$ cat src/rtl/mips_hazard_pkg.sv
// rtl/mips_hazard_pkg.sv - shared types and constants for the MIPS hazard/forwarding controller
package mips_hazard_pkg;

    localparam int STG_REG_W = 5;

    localparam logic [1:0] FWD_RF  = 2'b00;
    localparam logic [1:0] FWD_WB  = 2'b01;
    localparam logic [1:0] FWD_MEM = 2'b10;

    typedef enum logic [1:0] {
        RUN    = 2'd0,
        STALL1 = 2'd1,
        STALL2 = 2'd2
    } stall_state_e;

    typedef struct packed {
        logic                 valid;
        logic [STG_REG_W-1:0] dest;
        logic [STG_REG_W-1:0] rs;
        logic [STG_REG_W-1:0] rt;
        logic                 regwrite;
        logic                 memread;
        logic                 memwrite;
    } stage_t;

    // A stage can only be a forwarding/stall source if it really writes a non-zero register
    function automatic logic is_writer(input stage_t s);
        return s.valid && s.regwrite && (s.dest != '0);
    endfunction

endpackage

$ cat src/rtl/hazard_stage_reg.sv
// rtl/hazard_stage_reg.sv - one shadow pipeline stage record with bubble insertion
module hazard_stage_reg
    import mips_hazard_pkg::*;
(
    input  logic   clk_i,
    input  logic   rst_ni,
    input  logic   bubble_i,
    input  stage_t d_i,
    output stage_t q_o
);

    stage_t rec_q;
    stage_t rec_d;

    // A bubble clears the whole record so no stale dest/rs/rt can match later
    always_comb begin
        rec_d = d_i;
        if (bubble_i) begin
            rec_d = '0;
        end
    end

    // Record register, cleared asynchronously
    always_ff @(posedge clk_i or negedge rst_ni) begin
        if (!rst_ni) begin
            rec_q <= '0;
        end else begin
            rec_q <= rec_d;
        end
    end

    assign q_o = rec_q;

endmodule

$ cat src/rtl/mips_hazard_ctrl.sv
// rtl/mips_hazard_ctrl.sv - hazard/forwarding controller; optional counters under MIPS_HAZARD_PERF_EN
module mips_hazard_ctrl
    import mips_hazard_pkg::*;
#(
    parameter int REG_ADDR_W = 5,
    parameter int FWD_W      = 2
) (
    input  logic                  Clk,
    input  logic                  Reset_n,
    input  logic [REG_ADDR_W-1:0] Rs_ID,
    input  logic [REG_ADDR_W-1:0] Rt_ID,
    input  logic [REG_ADDR_W-1:0] Dest_ID,
    input  logic                  RegWrite_ID,
    input  logic                  MemRead_ID,
    input  logic                  MemWrite_ID,
    input  logic                  Branch_ID,
    input  logic                  Valid_ID,
    input  logic                  Branch_Taken_ID,
    output logic [FWD_W-1:0]      Forward_A_EX,
    output logic [FWD_W-1:0]      Forward_B_EX,
    output logic                  Forward_Mem_to_Mem,
    output logic                  Forward_A_ID,
    output logic                  Forward_B_ID,
    output logic                  PC_Write,
    output logic                  IF_ID_Write,
    output logic                  ID_EX_Bubble,
    output logic                  IF_ID_Flush
`ifdef MIPS_HAZARD_PERF_EN
    ,
    output logic [31:0]           Stall_Cycles,
    output logic [31:0]           Fwd_Events
`endif
);

    stage_t id_rec;
    stage_t ex_q;
    stage_t mem_q;
    stage_t wb_q;

    assign id_rec = '{valid:    Valid_ID,
                      dest:     Dest_ID,
                      rs:       Rs_ID,
                      rt:       Rt_ID,
                      regwrite: RegWrite_ID,
                      memread:  MemRead_ID,
                      memwrite: MemWrite_ID};

    hazard_stage_reg u_ex_stage (
        .clk_i    (Clk),
        .rst_ni   (Reset_n),
        .bubble_i (ID_EX_Bubble),
        .d_i      (id_rec),
        .q_o      (ex_q)
    );

    hazard_stage_reg u_mem_stage (
        .clk_i    (Clk),
        .rst_ni   (Reset_n),
        .bubble_i (1'b0),
        .d_i      (ex_q),
        .q_o      (mem_q)
    );

    hazard_stage_reg u_wb_stage (
        .clk_i    (Clk),
        .rst_ni   (Reset_n),
        .bubble_i (1'b0),
        .d_i      (mem_q),
        .q_o      (wb_q)
    );

    logic ex_w, mem_w, wb_w;
    logic ex_load, mem_load;
    logic ex_rs, ex_rt, mem_rs, mem_rt;

    assign ex_w     = is_writer(ex_q);
    assign mem_w    = is_writer(mem_q);
    assign wb_w     = is_writer(wb_q);
    assign ex_load  = ex_w && ex_q.memread;
    assign mem_load = mem_w && mem_q.memread;
    assign ex_rs    = (ex_q.dest == Rs_ID);
    assign ex_rt    = (ex_q.dest == Rt_ID);
    assign mem_rs   = (mem_q.dest == Rs_ID);
    assign mem_rt   = (mem_q.dest == Rt_ID);

    logic [1:0] fwd_a, fwd_b;

    // EX operand selects; MEM is checked first so the youngest producer wins
    always_comb begin
        fwd_a = FWD_RF;
        fwd_b = FWD_RF;
        if (mem_w && (mem_q.dest == ex_q.rs)) begin
            fwd_a = FWD_MEM;
        end else if (wb_w && (wb_q.dest == ex_q.rs)) begin
            fwd_a = FWD_WB;
        end
        if (mem_w && (mem_q.dest == ex_q.rt)) begin
            fwd_b = FWD_MEM;
        end else if (wb_w && (wb_q.dest == ex_q.rt)) begin
            fwd_b = FWD_WB;
        end
    end

    assign Forward_A_EX       = fwd_a;
    assign Forward_B_EX       = fwd_b;
    assign Forward_Mem_to_Mem = mem_q.valid && mem_q.memwrite && wb_w && wb_q.memread
                                && (wb_q.dest == mem_q.rt);
    assign Forward_A_ID       = Branch_ID && mem_w && !mem_q.memread && mem_rs;
    assign Forward_B_ID       = Branch_ID && mem_w && !mem_q.memread && mem_rt;

    logic load_use, br_ex_alu, br_ex_load, br_mem_load;

    // Store data of a load consumer comes via MEM-to-MEM forwarding, so rt alone never stalls a store
    assign load_use    = Valid_ID && ex_load && (ex_rs || (ex_rt && !MemWrite_ID));
    assign br_ex_alu   = Valid_ID && Branch_ID && ex_w && !ex_q.memread && (ex_rs || ex_rt);
    assign br_ex_load  = Valid_ID && Branch_ID && ex_load && (ex_rs || ex_rt);
    assign br_mem_load = Valid_ID && Branch_ID && mem_load && (mem_rs || mem_rt);

    stall_state_e state_q, state_d, detect_state, cur_state;
    logic         stall;

    // The detecting cycle already stalls, so the register only holds the cycles still owed after it
    always_comb begin
        detect_state = RUN;
        if (br_ex_load) begin
            detect_state = STALL2;
        end else if (load_use || br_ex_alu || br_mem_load) begin
            detect_state = STALL1;
        end
        cur_state = (state_q == RUN) ? detect_state : state_q;
        state_d   = (cur_state == STALL2) ? STALL1 : RUN;
        stall     = (cur_state != RUN);
    end

    // Stall FSM state register
    always_ff @(posedge Clk or negedge Reset_n) begin
        if (!Reset_n) begin
            state_q <= RUN;
        end else begin
            state_q <= state_d;
        end
    end

    assign PC_Write     = !stall;
    assign IF_ID_Write  = !stall;
    assign ID_EX_Bubble = stall;
    assign IF_ID_Flush  = Reset_n && Branch_Taken_ID && !stall;

    logic unused_fields;
    assign unused_fields = ^{ex_q.memwrite, wb_q.rs, wb_q.rt, wb_q.memwrite, wb_q.valid};

`ifdef MIPS_HAZARD_PERF_EN
    logic [31:0] stall_cnt_q, fwd_cnt_q;
    logic        any_fwd;

    assign any_fwd = (fwd_a != FWD_RF) || (fwd_b != FWD_RF) || Forward_Mem_to_Mem
                     || Forward_A_ID || Forward_B_ID;

    // Saturating event counters
    always_ff @(posedge Clk or negedge Reset_n) begin
        if (!Reset_n) begin
            stall_cnt_q <= '0;
            fwd_cnt_q   <= '0;
        end else begin
            if (!PC_Write && (stall_cnt_q != '1)) begin
                stall_cnt_q <= stall_cnt_q + 32'd1;
            end
            if (any_fwd && (fwd_cnt_q != '1)) begin
                fwd_cnt_q <= fwd_cnt_q + 32'd1;
            end
        end
    end

    assign Stall_Cycles = stall_cnt_q;
    assign Fwd_Events   = fwd_cnt_q;
`endif

endmodule
$ cat config.mk
export PLATFORM = sky130hd
export DESIGN_NAME = mips_hazard_ctrl
export DESIGN_NICKNAME = d
export VERILOG_FILES = /design/src/rtl/mips_hazard_pkg.sv /design/src/rtl/hazard_stage_reg.sv /design/src/rtl/mips_hazard_ctrl.sv
export SDC_FILE = /design/constraint.sdc
export NUM_CORES = 1
export LEC_CHECK = 0
export ABC_AREA = 0
export BUFFER_PORTS_ARGS = -buffer_cell sky130_fd_sc_hd__buf_2
export CAP_MARGIN = 20
export CELL_PAD_IN_SITES_DETAIL_PLACEMENT = 0
export CELL_PAD_IN_SITES_GLOBAL_PLACEMENT = 2
export CORE_MARGIN = 4
export CORE_UTILIZATION = 34
export CTS_CLUSTER_SIZE = 20
export DETAILED_ROUTE_END_ITERATION = 16
export GPL_ROUTABILITY_DRIVEN = 0
export PLACE_DENSITY_LB_ADDON = 0.05
export SLEW_MARGIN = 25
export SYNTH_ARGS = -nofsm -noshare
export SYNTH_HDL_FRONTEND = slang
export SYNTH_SLANG_ARGS = --single-unit
$ cat constraint.sdc
create_clock -name Clk -period 1.9 [get_ports Clk]
set_input_delay 0.095 -clock Clk [delete_from_list [all_inputs] [get_ports Clk]]
set_output_delay 0.095 -clock Clk [all_outputs]
set_load 0.01 [all_outputs]
==> results.txt <==
WHS Path Cells = 2
DRC = 0
Sequential share of the synthesized area = 0.4912
Hold Fails Final Rpt = 0
Final Power = 1.905 mW
R2r setup slk = -0.05 ns
Syn_nets = 185
CTS max path bufs = 2
CP arrival = 2.13 ns
HP Start = RegWrite_ID
Vias after detailed routing = 1469
Worst skew pair latency = 0.29 ns
Synthesized instance count = 162
Tot GR Track Use = 0.1518
PwrDens = 652.8 mW/mm^2
Slew HR = 0.6136
Status = complete, but fails checks
Clk Tree Root Cell = clkbuf_8
Worst-margin pin slew = 0.5796 ns
IO Port Bufs = 33
Critical Path Source = u_ex_stage.q_o[15]
Fraction of layout cells with a size suffix above 1 = 0.5322
Post-DR wirelength/cell = 17.00 um
Crit-path max FO = 3
Finished Core Util = 0.4842
Lkg Pwr = 1.259 nW
Vias per cell = 4.769
Clock buffer count from CTS = 5
Max Clock Skew = 0.004856 ns
Slowest CP cell = or4_4
DRT antenna net count = 0
First-pass GRT wire length = 8721 um
Most frequent cells in the layout = dfrtp_1, buf_2, buf_4
Synth Register Bits = 42
Fin. max-slew vios = 0
Crit. End Element = primary output
Peak supply drop = 0.3025 mV
GRT overflow = 0
Total Wirelength = 5237 um
Vias in the first global route = 1709
CTS Sinks = 42
Place WS = -0.05744 ns
Max Freq = 0.4495 GHz
Final worst path period share = 1.171
Count of cell types in the netlist = 34
Initial DRC count = 42
Htree depth = 2
YS warnings = 0
Reg2Reg Depth = 7
Commonest non-fill, non-tap cell in the layout = dfrtp_1
WS Path Type = reg -> out
CORE AREA = 0.006026 mm^2
Die ar. = 0.007626 mm^2
# IOs = 34
Final Cell Area = 0.002918 mm^2
Die Y = 87.33 um
Failing checks = negative setup slack
Fin nets = 255
R2R Path End = u_ex_stage.q_o[2]
Syn avg cell area = 13.21 um^2
Required time worst endpoint = 1.80 ns
Die width = 87.33 um
Final worst slack = -0.3245 ns
RSZ-0062 raised after global routing = true
Initial antenna violation count = 0
Hold Crit Class = in -> reg
Minimum clock period = 2.224 ns
CTS tree = done
Initial Utilization = 0.3551
P&R area growth vs syn = 36.37%
Max-cap violations = 0
CP Cell Sequence = or4_4 -> o211ai_4 -> a211oi_4 -> buf_4 -> or3_1 -> buf_2
Cell Area, Placed = 0.002551 mm^2
DP HPWL = 3946 um
CP peak stage delay = 0.55 ns
Largest net degree at the start of global routing = 43
DRT Pass-1 Iters = 4
Setup Viol. Count Final = 23
Antenna cells = 0
Clock slew at reported path FFs = 0.08 ns
Synth Cell Area = 0.002140 mm^2
R2r startpoint = u_mem_stage.q_o[14]
Startpoint types = flop
Hold Path Sink = u_ex_stage.q_o[2]
# rows = 28
## Yosys cell counts
library cell,n,area [um^2]
a211oi_1,1,7.510
a211oi_4,1,20.02
a21oi_1,1,5.000
a22oi_1,1,7.510
buf_2,3,15.01
buf_4,2,15.01
buf_6,3,33.78
clkbuf_1,4,15.01
dfrtp_1,42,1051
inv_1,1,3.750
nand2_1,2,7.510
nand2b_1,1,6.260
nand3_1,4,20.02
nand3_2,2,20.02
nand4_1,3,18.77
nor2_1,4,15.01
nor2b_1,1,6.260
nor3_1,5,25.02
nor3_2,1,10.01
nor4_1,3,18.77
nor4_2,3,37.54
nor4b_1,1,8.760
nor4b_2,17,255.2
nor4b_4,1,23.77
o211ai_1,2,15.01
o211ai_2,1,12.51
o211ai_4,1,21.27
o311a_1,1,10.01
or3_1,2,12.51
or3b_2,1,8.760
or4_1,1,7.510
or4_4,1,11.26
xnor2_1,20,175.2
xor2_1,25,219.0
## worst max path at each step
stage / slack, ns / end
after floorplan: 0.006 / PC_Write
after global routing: -0.46 / IF_ID_Write
after CTS: -0.34 / ID_EX_Bubble
after global placement: -0.04 / IF_ID_Flush
final: -0.32 / ID_EX_Bubble
after detailed placement: -0.06 / IF_ID_Flush
## state kept, by name, indices dropped and copies added, names as in the netlist
| register | flops |
|---|---|
| u_ex_stage.q_o | 19 |
| u_mem_stage.q_o | 14 |
| u_wb_stage.q_o | 8 |
| state_q | 1 |
## cell type report
| type | count | area [um^2] |
|---|---|---|
| timing repair buffer | 75 | 545.5 |
| inverter | 1 | 3.754 |
| clock buffer | 6 | 82.58 |
| sequential | 42 | 1052 |
| fill | 562 | 3108 |
| multi-input combinational | 107 | 1127 |
| tap | 75 | 93.84 |
| clock inverter | 2 | 12.51 |
## worst max-delay path, delay by kind of cell, from the launching register on
kind,cells,cell delay (ns)
simple gates,2,0.84
compound gates,2,0.30
buf+inv,2,0.29
flops,1,0.40
## logic make-up after synthesis
| kind of cell | count (synthesis) | synth area share |
|---|---|---|
| AOI/OAI and AO/OA | 9 | 0.04620 |
| xor gates and xnor gates | 45 | 0.1842 |
| buffers and inverters | 13 | 0.03859 |
| DFF | 42 | 0.4912 |
| and+or+nand+nor | 53 | 0.2398 |
## power by group
part           switching [mW]  internal [mW]  total [mW]
registers              0.0499          0.943       0.993
logic                   0.146          0.162       0.308
clock network           0.311          0.292       0.604
total                   0.508           1.40        1.90
## per-stage QoR
step           setup TNS, ns  hold WS, ns  std cells
6_report              -2.401      0.04973        308
2_1_floorplan              0      -0.2006        162
3_5_place_dp         -0.2552       0.2640        284
5_1_grt               -5.903      0.03811        308
4_1_cts               -2.613      0.03700        301
3_3_place_gp         -0.1781       0.2625        284
## metal layers
layer | GRT usage | vias to the layer above | wire [um]
met5 | 0 | - | 0
met4 | 0.03905 | 0 | 82
met3 | 0.03217 | 7 | 222
met2 | 0.2733 | 28 | 2817
met1 | 0.1824 | 722 | 2114
li1 | - | 712 | -
## what timing repair did
item,in CTS,in global routing
setup buffers,8,7
hold buffers,1,0
hold endpoints to repair,42,0
resized for setup,19,11
setup endpoints to repair,19,30
pin swaps,11,9
Power figures use the tool's default switching activity.
